===== src/rtl/riscv_v_pkg.sv =====
// -----------------------------------------------------------------------------
// riscv_v_pkg
// Shared types, constants and helpers for the vector CSR register file.
//   riscv_v_vtype_t     : {vill, reserved, vma, vta, vsew[2:0], vlmul[2:0]}
//   riscv_v_vl_t        : log2(VLEN)+1 bits, so vl can hold VLMAX itself
//   riscv_v_vstart_t    : log2(VLEN) bits
//   riscv_v_vsstatus_t  : XLEN-wide view; only VS at [10:9] is meaningful
//   riscv_v_vs_state_e  : VS field encoding (OFF, INITIAL, CLEAN, DIRTY)
//   riscv_v_vtype_legal : vtype legality check against a given ELEN
// -----------------------------------------------------------------------------
package riscv_v_pkg;

    localparam int RISCV_V_XLEN     = 32;
    localparam int RISCV_V_VLEN     = 128;
    localparam int RISCV_V_ELEN     = 32;
    localparam int RISCV_V_VL_W     = $clog2(RISCV_V_VLEN) + 1;
    localparam int RISCV_V_VSTART_W = $clog2(RISCV_V_VLEN);
    localparam int RISCV_V_VS_LSB   = 9;

    typedef struct packed {
        logic                     vill;
        logic [RISCV_V_XLEN-10:0] reserved;
        logic                     vma;
        logic                     vta;
        logic [2:0]               vsew;
        logic [2:0]               vlmul;
    } riscv_v_vtype_t;

    typedef logic [RISCV_V_VL_W-1:0]     riscv_v_vl_t;
    typedef logic [RISCV_V_VSTART_W-1:0] riscv_v_vstart_t;
    typedef logic [RISCV_V_XLEN-1:0]     riscv_v_vsstatus_t;

    typedef enum logic [1:0] {
        OFF     = 2'b00,
        INITIAL = 2'b01,
        CLEAN   = 2'b10,
        DIRTY   = 2'b11
    } riscv_v_vs_state_e;

    localparam riscv_v_vtype_t RISCV_V_VTYPE_RST = '{vill: 1'b1, default: '0};

    // A vtype is illegal when reserved bits are set, vlmul is the reserved
    // encoding 100, SEW exceeds ELEN, or SEW exceeds ELEN*LMUL for the
    // fractional encodings (101=1/8, 110=1/4, 111=1/2).
    function automatic logic riscv_v_vtype_legal(riscv_v_vtype_t vtype, int elen);
        logic [31:0] sew;
        logic [31:0] elen_u;
        logic [2:0]  frac_shamt;
        logic        illegal;
        sew        = 32'd8 << vtype.vsew;
        elen_u     = 32'(elen);
        frac_shamt = 3'd4 - {1'b0, vtype.vlmul[1:0]};
        illegal    = (|vtype.reserved) || (vtype.vlmul == 3'b100) || (sew > elen_u);
        if (vtype.vlmul[2] && (vtype.vlmul[1:0] != 2'b00) && (sew > (elen_u >> frac_shamt))) begin
            illegal = 1'b1;
        end
        return !illegal;
    endfunction

    // Place the VS field into its vsstatus bit position; other bits read 0.
    function automatic riscv_v_vsstatus_t riscv_v_vsstatus_pack(riscv_v_vs_state_e vs);
        return riscv_v_vsstatus_t'({vs}) << RISCV_V_VS_LSB;
    endfunction

endpackage


===== src/rtl/riscv_v_csr_if.sv =====
// -----------------------------------------------------------------------------
// riscv_v_csr_if
// WB-stage write bus from the vector CSR write-control stage into the vector
// CSR register file: per-CSR write enables and data plus the three hardware
// side-effect events (vstart clear, vxsat set, vector register write).
//   master : write-control stage (drives everything)
//   slave  : riscv_v_csr (samples everything)
// -----------------------------------------------------------------------------
interface riscv_v_csr_if;
    import riscv_v_pkg::*;

    logic              csr_wr_en_vsstatus_wb;
    logic              csr_wr_en_vtype_wb;
    logic              csr_wr_en_vl_wb;
    logic              csr_wr_en_vstart_wb;
    logic              csr_wr_en_vxrm_wb;
    logic              csr_wr_en_vxsat_wb;
    riscv_v_vsstatus_t csr_wr_data_vsstatus_wb;
    riscv_v_vtype_t    csr_wr_data_vtype_wb;
    riscv_v_vl_t       csr_wr_data_vl_wb;
    riscv_v_vstart_t   csr_wr_data_vstart_wb;
    logic [1:0]        csr_wr_data_vxrm_wb;
    logic              csr_wr_data_vxsat_wb;
    logic              vstart_clr_wb;
    logic              vxsat_set_wb;
    logic              vreg_wr_wb;

    modport master (
        output csr_wr_en_vsstatus_wb, csr_wr_en_vtype_wb, csr_wr_en_vl_wb,
               csr_wr_en_vstart_wb, csr_wr_en_vxrm_wb, csr_wr_en_vxsat_wb,
               csr_wr_data_vsstatus_wb, csr_wr_data_vtype_wb, csr_wr_data_vl_wb,
               csr_wr_data_vstart_wb, csr_wr_data_vxrm_wb, csr_wr_data_vxsat_wb,
               vstart_clr_wb, vxsat_set_wb, vreg_wr_wb
    );

    modport slave (
        input  csr_wr_en_vsstatus_wb, csr_wr_en_vtype_wb, csr_wr_en_vl_wb,
               csr_wr_en_vstart_wb, csr_wr_en_vxrm_wb, csr_wr_en_vxsat_wb,
               csr_wr_data_vsstatus_wb, csr_wr_data_vtype_wb, csr_wr_data_vl_wb,
               csr_wr_data_vstart_wb, csr_wr_data_vxrm_wb, csr_wr_data_vxsat_wb,
               vstart_clr_wb, vxsat_set_wb, vreg_wr_wb
    );

endinterface


===== src/rtl/riscv_v_csr_vs_fsm.sv =====
// -----------------------------------------------------------------------------
// riscv_v_csr_vs_fsm
// vsstatus.VS state register. An explicit load wins over a dirtying event;
// a dirtying event moves any enabled state to DIRTY, while OFF stays OFF.
// Ports:
//   clk, rst  : clock, synchronous active-high reset (-> INITIAL)
//   load_en   : explicit vsstatus write
//   load_val  : VS value to load
//   dirty_ev  : vector state was modified this cycle
//   state     : current VS state (registered)
// -----------------------------------------------------------------------------
module riscv_v_csr_vs_fsm
    import riscv_v_pkg::*;
(
    input  logic              clk,
    input  logic              rst,
    input  logic              load_en,
    input  riscv_v_vs_state_e load_val,
    input  logic              dirty_ev,
    output riscv_v_vs_state_e state
);

    riscv_v_vs_state_e state_q;
    riscv_v_vs_state_e state_d;

    // NOTE: clocked state uses non-blocking assignments so every register
    // samples pre-edge values, independent of process ordering.
    always_ff @(posedge clk) begin
        if (rst) begin
            state_q <= INITIAL;
        end else begin
            state_q <= state_d;
        end
    end

    // NOTE: the default assignment first guarantees state_d is written on
    // every path, so no latch is inferred.
    always_comb begin
        state_d = state_q;
        if (load_en) begin
            state_d = load_val;
        end else if (dirty_ev && (state_q != OFF)) begin
            state_d = DIRTY;
        end
    end

    assign state = state_q;

endmodule


===== src/rtl/riscv_v_csr.sv =====
// -----------------------------------------------------------------------------
// riscv_v_csr
// Vector CSR register file: vtype, vl, vstart, vxrm, vxsat and vsstatus.VS.
// Legalizes WB-stage writes and applies hardware side effects (vstart clear,
// sticky vxsat, VS dirty tracking). Outputs are registered; a write shows up
// the cycle after its enable.
// Optional: define RISCV_V_CSR_WB_BYPASS_EN to forward legalized WB write data
// to the outputs in the same cycle as the enable.
// Parameters:
//   VLEN : vector register length in bits (VLMAX_ABS = VLEN/8); must match
//          the widths of the package types
//   ELEN : maximum element width used for vtype legality
// Ports:
//   clk, rst      : clock, synchronous active-high reset
//   wb            : WB write bus (riscv_v_csr_if.slave)
//   csr_vsstatus  : vsstatus view, VS at [10:9]
//   csr_vtype, csr_vl, csr_vstart, csr_vxrm, csr_vxsat : current values
//   csr_vcsr      : {vxrm, vxsat}
//   vs_off        : VS == OFF
// -----------------------------------------------------------------------------
module riscv_v_csr
    import riscv_v_pkg::*;
#(
    parameter int VLEN = RISCV_V_VLEN,
    parameter int ELEN = RISCV_V_ELEN
) (
    input  logic               clk,
    input  logic               rst,
    riscv_v_csr_if.slave       wb,
    output riscv_v_vsstatus_t  csr_vsstatus,
    output riscv_v_vtype_t     csr_vtype,
    output riscv_v_vl_t        csr_vl,
    output riscv_v_vstart_t    csr_vstart,
    output logic [1:0]         csr_vxrm,
    output logic               csr_vxsat,
    output logic [2:0]         csr_vcsr,
    output logic               vs_off
);

    localparam riscv_v_vl_t VLMAX_ABS = riscv_v_vl_t'(VLEN / 8);

    riscv_v_vtype_t    vtype_q;
    riscv_v_vl_t       vl_q;
    riscv_v_vstart_t   vstart_q;
    logic [1:0]        vxrm_q;
    logic              vxsat_q;

    logic              vtype_legal;
    riscv_v_vtype_t    vtype_wr_val;
    riscv_v_vl_t       vl_wr_val;
    logic              vl_force_zero;
    logic              dirty_ev;
    riscv_v_vs_state_e vs_load_val;
    riscv_v_vs_state_e vs_state;
    riscv_v_vs_state_e vs_cur;

    // Only VS is implemented in vsstatus, and the written vill bit is
    // recomputed from legality, so these write-data bits are don't-care.
    logic unused_wb_bits;
    assign unused_wb_bits = ^{wb.csr_wr_data_vsstatus_wb[RISCV_V_XLEN-1:RISCV_V_VS_LSB+2],
                              wb.csr_wr_data_vsstatus_wb[RISCV_V_VS_LSB-1:0],
                              wb.csr_wr_data_vtype_wb.vill};

    // ---------------------------------------------------------------- legalize
    assign vtype_legal = riscv_v_vtype_legal(wb.csr_wr_data_vtype_wb, ELEN);

    always_comb begin
        vtype_wr_val = RISCV_V_VTYPE_RST;
        if (vtype_legal) begin
            vtype_wr_val      = wb.csr_wr_data_vtype_wb;
            vtype_wr_val.vill = 1'b0;
        end
    end

    // An illegal vtype write zeroes vl even if vl is written in the same cycle.
    assign vl_force_zero = wb.csr_wr_en_vtype_wb && !vtype_legal;
    assign vl_wr_val     = (wb.csr_wr_data_vl_wb > VLMAX_ABS) ? VLMAX_ABS : wb.csr_wr_data_vl_wb;
    assign vs_load_val   = riscv_v_vs_state_e'(wb.csr_wr_data_vsstatus_wb[RISCV_V_VS_LSB +: 2]);

    // vstart_clr_wb is deliberately absent: retiring an instruction does not
    // by itself modify architectural vector state.
    assign dirty_ev = wb.csr_wr_en_vtype_wb  || wb.csr_wr_en_vl_wb   ||
                      wb.csr_wr_en_vstart_wb || wb.csr_wr_en_vxrm_wb ||
                      wb.csr_wr_en_vxsat_wb  || wb.vxsat_set_wb      ||
                      wb.vreg_wr_wb;

    // ---------------------------------------------------------------- state
    always_ff @(posedge clk) begin
        if (rst) begin
            vtype_q  <= RISCV_V_VTYPE_RST;
            vl_q     <= '0;
            vstart_q <= '0;
            vxrm_q   <= '0;
            vxsat_q  <= 1'b0;
        end else begin
            if (wb.csr_wr_en_vtype_wb) begin
                vtype_q <= vtype_wr_val;
            end

            if (vl_force_zero) begin
                vl_q <= '0;
            end else if (wb.csr_wr_en_vl_wb) begin
                vl_q <= vl_wr_val;
            end

            if (wb.csr_wr_en_vstart_wb) begin
                vstart_q <= wb.csr_wr_data_vstart_wb;
            end else if (wb.vstart_clr_wb) begin
                vstart_q <= '0;
            end

            if (wb.csr_wr_en_vxrm_wb) begin
                vxrm_q <= wb.csr_wr_data_vxrm_wb;
            end

            if (wb.csr_wr_en_vxsat_wb) begin
                vxsat_q <= wb.csr_wr_data_vxsat_wb;
            end else if (wb.vxsat_set_wb) begin
                vxsat_q <= 1'b1;
            end
        end
    end

    riscv_v_csr_vs_fsm u_vs_fsm (
        .clk      (clk),
        .rst      (rst),
        .load_en  (wb.csr_wr_en_vsstatus_wb),
        .load_val (vs_load_val),
        .dirty_ev (dirty_ev),
        .state    (vs_state)
    );

    // ---------------------------------------------------------------- outputs
`ifdef RISCV_V_CSR_WB_BYPASS_EN
    // Same-cycle read-after-write: forward legalized write data over the
    // registered value while the enable is active.
    always_comb begin
        csr_vtype  = wb.csr_wr_en_vtype_wb ? vtype_wr_val : vtype_q;
        csr_vl     = vl_force_zero ? '0 : (wb.csr_wr_en_vl_wb ? vl_wr_val : vl_q);
        csr_vstart = wb.csr_wr_en_vstart_wb ? wb.csr_wr_data_vstart_wb : vstart_q;
        csr_vxrm   = wb.csr_wr_en_vxrm_wb ? wb.csr_wr_data_vxrm_wb : vxrm_q;
        csr_vxsat  = wb.csr_wr_en_vxsat_wb ? wb.csr_wr_data_vxsat_wb : vxsat_q;
        vs_cur     = wb.csr_wr_en_vsstatus_wb ? vs_load_val : vs_state;
    end
`else
    assign csr_vtype  = vtype_q;
    assign csr_vl     = vl_q;
    assign csr_vstart = vstart_q;
    assign csr_vxrm   = vxrm_q;
    assign csr_vxsat  = vxsat_q;
    assign vs_cur     = vs_state;
`endif

    assign csr_vsstatus = riscv_v_vsstatus_pack(vs_cur);
    assign vs_off       = (vs_cur == OFF);
    assign csr_vcsr     = {csr_vxrm, csr_vxsat};

endmodule


===== src/flat_wrapper.sv =====
// flat-port wrapper written by rule: the top's interface ports become plain ports
module riscv_v_csr_flat import riscv_v_pkg::*;
#(
    parameter int VLEN = RISCV_V_VLEN,
    parameter int ELEN = RISCV_V_ELEN
)
  (clk, rst, csr_vsstatus, csr_vtype, csr_vl, csr_vstart, csr_vxrm, csr_vxsat, csr_vcsr, vs_off, wb_csr_wr_en_vsstatus_wb, wb_csr_wr_en_vtype_wb, wb_csr_wr_en_vl_wb, wb_csr_wr_en_vstart_wb, wb_csr_wr_en_vxrm_wb, wb_csr_wr_en_vxsat_wb, wb_csr_wr_data_vsstatus_wb, wb_csr_wr_data_vtype_wb, wb_csr_wr_data_vl_wb, wb_csr_wr_data_vstart_wb, wb_csr_wr_data_vxrm_wb, wb_csr_wr_data_vxsat_wb, wb_vstart_clr_wb, wb_vxsat_set_wb, wb_vreg_wr_wb);
  riscv_v_csr_if wb_i ();
  input  logic clk;
  input  logic rst;
  output riscv_v_vsstatus_t csr_vsstatus;
  output riscv_v_vtype_t csr_vtype;
  output riscv_v_vl_t csr_vl;
  output riscv_v_vstart_t csr_vstart;
  output logic [1:0] csr_vxrm;
  output logic csr_vxsat;
  output logic [2:0] csr_vcsr;
  output logic vs_off;
  input wire logic [$bits(wb_i.csr_wr_en_vsstatus_wb)-1:0] wb_csr_wr_en_vsstatus_wb;
  input wire logic [$bits(wb_i.csr_wr_en_vtype_wb)-1:0] wb_csr_wr_en_vtype_wb;
  input wire logic [$bits(wb_i.csr_wr_en_vl_wb)-1:0] wb_csr_wr_en_vl_wb;
  input wire logic [$bits(wb_i.csr_wr_en_vstart_wb)-1:0] wb_csr_wr_en_vstart_wb;
  input wire logic [$bits(wb_i.csr_wr_en_vxrm_wb)-1:0] wb_csr_wr_en_vxrm_wb;
  input wire logic [$bits(wb_i.csr_wr_en_vxsat_wb)-1:0] wb_csr_wr_en_vxsat_wb;
  input wire logic [$bits(wb_i.csr_wr_data_vsstatus_wb)-1:0] wb_csr_wr_data_vsstatus_wb;
  input wire logic [$bits(wb_i.csr_wr_data_vtype_wb)-1:0] wb_csr_wr_data_vtype_wb;
  input wire logic [$bits(wb_i.csr_wr_data_vl_wb)-1:0] wb_csr_wr_data_vl_wb;
  input wire logic [$bits(wb_i.csr_wr_data_vstart_wb)-1:0] wb_csr_wr_data_vstart_wb;
  input wire logic [$bits(wb_i.csr_wr_data_vxrm_wb)-1:0] wb_csr_wr_data_vxrm_wb;
  input wire logic [$bits(wb_i.csr_wr_data_vxsat_wb)-1:0] wb_csr_wr_data_vxsat_wb;
  input wire logic [$bits(wb_i.vstart_clr_wb)-1:0] wb_vstart_clr_wb;
  input wire logic [$bits(wb_i.vxsat_set_wb)-1:0] wb_vxsat_set_wb;
  input wire logic [$bits(wb_i.vreg_wr_wb)-1:0] wb_vreg_wr_wb;
  assign wb_i.csr_wr_en_vsstatus_wb = wb_csr_wr_en_vsstatus_wb;
  assign wb_i.csr_wr_en_vtype_wb = wb_csr_wr_en_vtype_wb;
  assign wb_i.csr_wr_en_vl_wb = wb_csr_wr_en_vl_wb;
  assign wb_i.csr_wr_en_vstart_wb = wb_csr_wr_en_vstart_wb;
  assign wb_i.csr_wr_en_vxrm_wb = wb_csr_wr_en_vxrm_wb;
  assign wb_i.csr_wr_en_vxsat_wb = wb_csr_wr_en_vxsat_wb;
  assign wb_i.csr_wr_data_vsstatus_wb = wb_csr_wr_data_vsstatus_wb;
  assign wb_i.csr_wr_data_vtype_wb = wb_csr_wr_data_vtype_wb;
  assign wb_i.csr_wr_data_vl_wb = wb_csr_wr_data_vl_wb;
  assign wb_i.csr_wr_data_vstart_wb = wb_csr_wr_data_vstart_wb;
  assign wb_i.csr_wr_data_vxrm_wb = wb_csr_wr_data_vxrm_wb;
  assign wb_i.csr_wr_data_vxsat_wb = wb_csr_wr_data_vxsat_wb;
  assign wb_i.vstart_clr_wb = wb_vstart_clr_wb;
  assign wb_i.vxsat_set_wb = wb_vxsat_set_wb;
  assign wb_i.vreg_wr_wb = wb_vreg_wr_wb;
  riscv_v_csr #(.VLEN(VLEN), .ELEN(ELEN)) u_core (.clk(clk), .rst(rst), .wb(wb_i), .csr_vsstatus(csr_vsstatus), .csr_vtype(csr_vtype), .csr_vl(csr_vl), .csr_vstart(csr_vstart), .csr_vxrm(csr_vxrm), .csr_vxsat(csr_vxsat), .csr_vcsr(csr_vcsr), .vs_off(vs_off));
endmodule

===== config.mk =====
export PLATFORM = sky130hd
export DESIGN_NAME = riscv_v_csr_flat
export DESIGN_NICKNAME = d
export VERILOG_FILES = /design/src/rtl/riscv_v_pkg.sv /design/src/rtl/riscv_v_csr_if.sv /design/src/rtl/riscv_v_csr_vs_fsm.sv /design/src/rtl/riscv_v_csr.sv /design/src/flat_wrapper.sv
export SDC_FILE = /design/constraint.sdc
export NUM_CORES = 1
export LEC_CHECK = 0
export CORE_MARGIN = 1.5
export CORE_UTILIZATION = 25
export CTS_CLUSTER_SIZE = 16
export DETAILED_ROUTE_END_ITERATION = 10
export GPL_TIMING_DRIVEN = 0
export PLACE_DENSITY = 0.6
export SYNTH_ARGS = -nofsm -noshare
export SYNTH_HDL_FRONTEND = slang
export SYNTH_HIERARCHICAL = 1
export SYNTH_SLANG_ARGS = --single-unit

===== constraint.sdc =====
create_clock -name clk -period 2.2 [get_ports clk]
set_clock_uncertainty 0.05 [all_clocks]
set_input_delay 0.44 -clock clk [delete_from_list [all_inputs] [get_ports clk]]
set_output_delay 0.44 -clock clk [all_outputs]
set_load 0.02 [all_outputs]

==> flow_summary_export.csv <==
group,metric,value,unit
power_and_ir_drop,ratio_of_total_power_to_cell_area,563,nW/um2
grt,grt_pass1_vias,2031,
logic_synthesis,post_synth_num_cell_types,30,
detailed_routing,detailroute.via_count,2058,
floorplan,die_height,99.2,um
timing,setup_repair_after_global_routing_missed_its_margin,"false",
timing,hold_viol,0,
grt,grt_overflow,0,
setup_path,crit_required,2.39,ns
logic_synthesis,number_of_warnings_printed_during_yosys_synthesis,6,
timing,count_of_final_max_slew_check_failures,0,
floorplan,floorplan.initialDensity,26.1,%
placement,placed_cells_incl_taps,494,
floorplan,top_level_ports,179,
cts,clock_latency_on_the_worst_skew_pair,0.29,ns
detailed_routing,drt-vias-per-instance,4.10,
logic_synthesis,syn_inst,242,
finish,layout-drive-gt1-share,16.2,%
cts,clock_sink_count,52,
detailed_routing,route.antenna.remaining_nets,0,
power_and_ir_drop,leakage,1.60,nW
power_and_ir_drop,comb_power_share,21.5,%
detailed_routing,route.final.wire_length,6150,um
floorplan,core-area,8850,um2
logic_synthesis,syn_area_per_cell,9.55,um2
logic_synthesis,post_synth_instance_area,2310,um2
grt,grt_antenna_before_repair,0,
floorplan,die_w,99.2,um
finish,layout.core_utilization,43.5,%
timing,finalSetupTns,0,ns
setup_path,setup.worst_path.end_class,"register",
grt,grt_max_degree,16,
cts,holdBufCountCts,0,
finish,post_layout_nonfiller_instances,502,
setup_path,cp.arrival,2.31,ns
detailed_routing,post_drt_wl_per_cell,12.2,um
hold_path,hold_class,"register to register",
power_and_ir_drop,power_frac_seq,45.7,%
finish,design.final.nets,489,
power_and_ir_drop,power_report.internal_total,1.62,mW
timing,period_needed,2.12,ns
logic_synthesis,sequential_to_total_area_share_from_yosys_stat,45.0,%
logic_synthesis,ys_ff_latch,52,
cts,clock_tree_from_tritoncts,"yes",
cts,ctsRootBufferMaster,"sky130_fd_sc_hd__clkbuf_8",
grt,grt_first_pass_wirelength,9870,um
finish,antenna-diode-count,0,
logic_synthesis,asyncSetResetFlopFracSynth,0,%
power_and_ir_drop,switching_power,546,uW
cts,cts_htree_levels,2,
finish,syn2layout_area_growth,66.6,%
job,max_cap_viol_count,0,
power_and_ir_drop,ir_worst_vdd,300,uV
setup_path,worstSetupStartpointType,"input port",
placement,gpl.final_weighted_congestion,0.716,
grt,track_usage,12.5,%
power_and_ir_drop,clockPowerShare,32.8,%
logic_synthesis,number_of_enable_type_register_cells_in_the_synthesized_netlist,0,
cts,clockBufferDepth,2,
timing,worst_slew_margin_rel,50.5,%
setup_path,reg2reg_setup_slack,1.37,ns
setup_path,crit_fanout,10,
placement,portBuffers,115,
floorplan,fp.dieArea,9830,um2
cts,cts_inserted_buffers,5,
detailed_routing,dr.pass1.iters,4,
timing,fmaxAchievable,472,MHz
outcome,outcome,"completed",
timing,report.final.setup_viol,0,
power_and_ir_drop,switching_share,25.2,%
detailed_routing,detail_route.iter0.violations,37,
setup_path,critPathKind,"input port to register",
timing,measured_slew_at_the_worst_slew_check_pin,0.742,ns
timing,period_share,96.3,%
placement,detailedPlacementHpwl,4830,um
detailed_routing,drc_errors,0,
logic_synthesis,dominantRegCellSynth,"sky130_fd_sc_hd__dfxtp_1",
floorplan,rows,34,
cts,cts.clk_slew.worst_paths,0.09,ns
-- final cells by class --
cell class,instances,area [um2]
fill,894,5000
clock buffer,7,96.3
timing repair buffer,115,1140
sequential,52,1040
buffer,44,308
inverter,1,3.75
multi-input combinational,174,1090
tap,108,135
clock inverter,1,30.0
-- final timing paths --
kind / depth (start not counted) / end / from
max: 9 / u_core/csr_vtype[20] / wb_csr_wr_data_vtype_wb[5]
min: 1 / u_core/csr_vl[6] / u_core/csr_vl[6]
max reg2reg: 3 / u_core/csr_vl[1] / u_core/csr_vl[1]
min reg2reg: 1 / u_core/csr_vl[6] / u_core/csr_vl[6]
-- cell usage after synthesis, types with 3 or more instances --
| master | number | area, um2 |
|---|---|---|
| sky130_fd_sc_hd__a21oi_1 | 12 | 60.1 |
| sky130_fd_sc_hd__buf_2 | 4 | 20.0 |
| sky130_fd_sc_hd__buf_4 | 33 | 248 |
| sky130_fd_sc_hd__clkbuf_1 | 5 | 18.8 |
| sky130_fd_sc_hd__dfxtp_1 | 52 | 1040 |
| sky130_fd_sc_hd__ha_1 | 3 | 37.5 |
| sky130_fd_sc_hd__mux2i_1 | 32 | 320 |
| sky130_fd_sc_hd__nor2_1 | 39 | 146 |
| sky130_fd_sc_hd__nor2_2 | 9 | 56.3 |
| sky130_fd_sc_hd__nor2b_1 | 6 | 37.5 |
| sky130_fd_sc_hd__nor3_1 | 5 | 25.0 |
| sky130_fd_sc_hd__nor3b_1 | 13 | 97.6 |
| sky130_fd_sc_hd__nor4_1 | 7 | 43.8 |
-- cell usage in the layout, fill, tap and decap left out, drive strengths merged, types with 2 or more instances in the layout --
| cell | count |
|---|---|
| mux2i | 32 |
| dlygate4sd2 | 3 |
| dfxtp | 52 |
| nand2 | 2 |
| ha | 3 |
| nor3b | 13 |
| nand4 | 2 |
| a21oi | 12 |
| buf | 39 |
| conb | 31 |
| nor2 | 48 |
| nor2b | 6 |
| nor4 | 7 |
| a211oi | 4 |
| clkbuf | 13 |
| nor3 | 6 |
| clkdlybuf4s50 | 110 |
-- power groups by stage --
stage | registers [mW] | logic [mW] | clock network [mW]
2_1_floorplan | 1.05 | 0.205 | 0
3_3_place_gp | 1.01 | 0.462 | 0
3_5_place_dp | 1.01 | 0.465 | 0
4_1_cts | 0.992 | 0.468 | 0.746
5_1_grt | 0.997 | 0.501 | 0.781
6_report | 0.991 | 0.466 | 0.710
-- registers in the layout (all words and copies together) (netlist names) --
| register | count |
|---|---|
| u_core/csr_vxrm | 2 |
| u_core/u_vs_fsm/state | 2 |
| u_core/csr_vstart | 7 |
| u_core/csr_vl | 8 |
| u_core/csr_vtype | 32 |
| u_core/csr_vxsat | 1 |
-- through the flow --
step	power (mW)	hold slack, ns	setup slack [ns]	instance area (um2)
floorplan	1.26	0.460	0.163	2420
global placement	1.47	0.385	-0.650	3710
detailed placement	1.48	0.408	-0.710	3710
CTS	2.21	0.429	0.0451	3850
global route	2.28	0.438	0.00538	3850
finish	2.17	0.427	0.0822	3850
-- worst max-delay path, cell delays in order --
cell and delay, ns:
sky130_fd_sc_hd__dlygate4sd2_1 0.29, sky130_fd_sc_hd__nor3b_2 0.20, sky130_fd_sc_hd__ha_1 0.27, sky130_fd_sc_hd__a211oi_2 0.24, sky130_fd_sc_hd__nor3_2 0.08, sky130_fd_sc_hd__o32a_1 0.36
sky130_fd_sc_hd__buf_6 0.17, sky130_fd_sc_hd__buf_6 0.16, sky130_fd_sc_hd__nor2_2 0.10
-- layer usage --
metal	wire, um	up-vias	global-route usage, %
met4	87	0	3.58
met2	2610	113	20.2
li1	-	1057	-
met5	0	-	0
met3	727	6	5.55
met1	2720	882	15.1
-- cell families (layout without fill, tap and decap cells) --
group | Yosys count | count (layout) | share of synthesized area, %
adders and majority gates | 3 | 3 | 1.62
other | 2 | 31 | 0.325
and+or+nand+nor | 88 | 88 | 20.2
AOI/OAI and AO/OA | 20 | 20 | 5.79
buffers and inverters | 45 | 168 | 13.2
DFF | 52 | 52 | 45.0
muxes | 32 | 32 | 13.9
-- what timing repair did --
item,4_1_cts,5_1_grt
endpoints found under the setup margin,39,9
resized for setup,11,3
buffers inserted,0,0
Power figures use the tool's default switching activity.
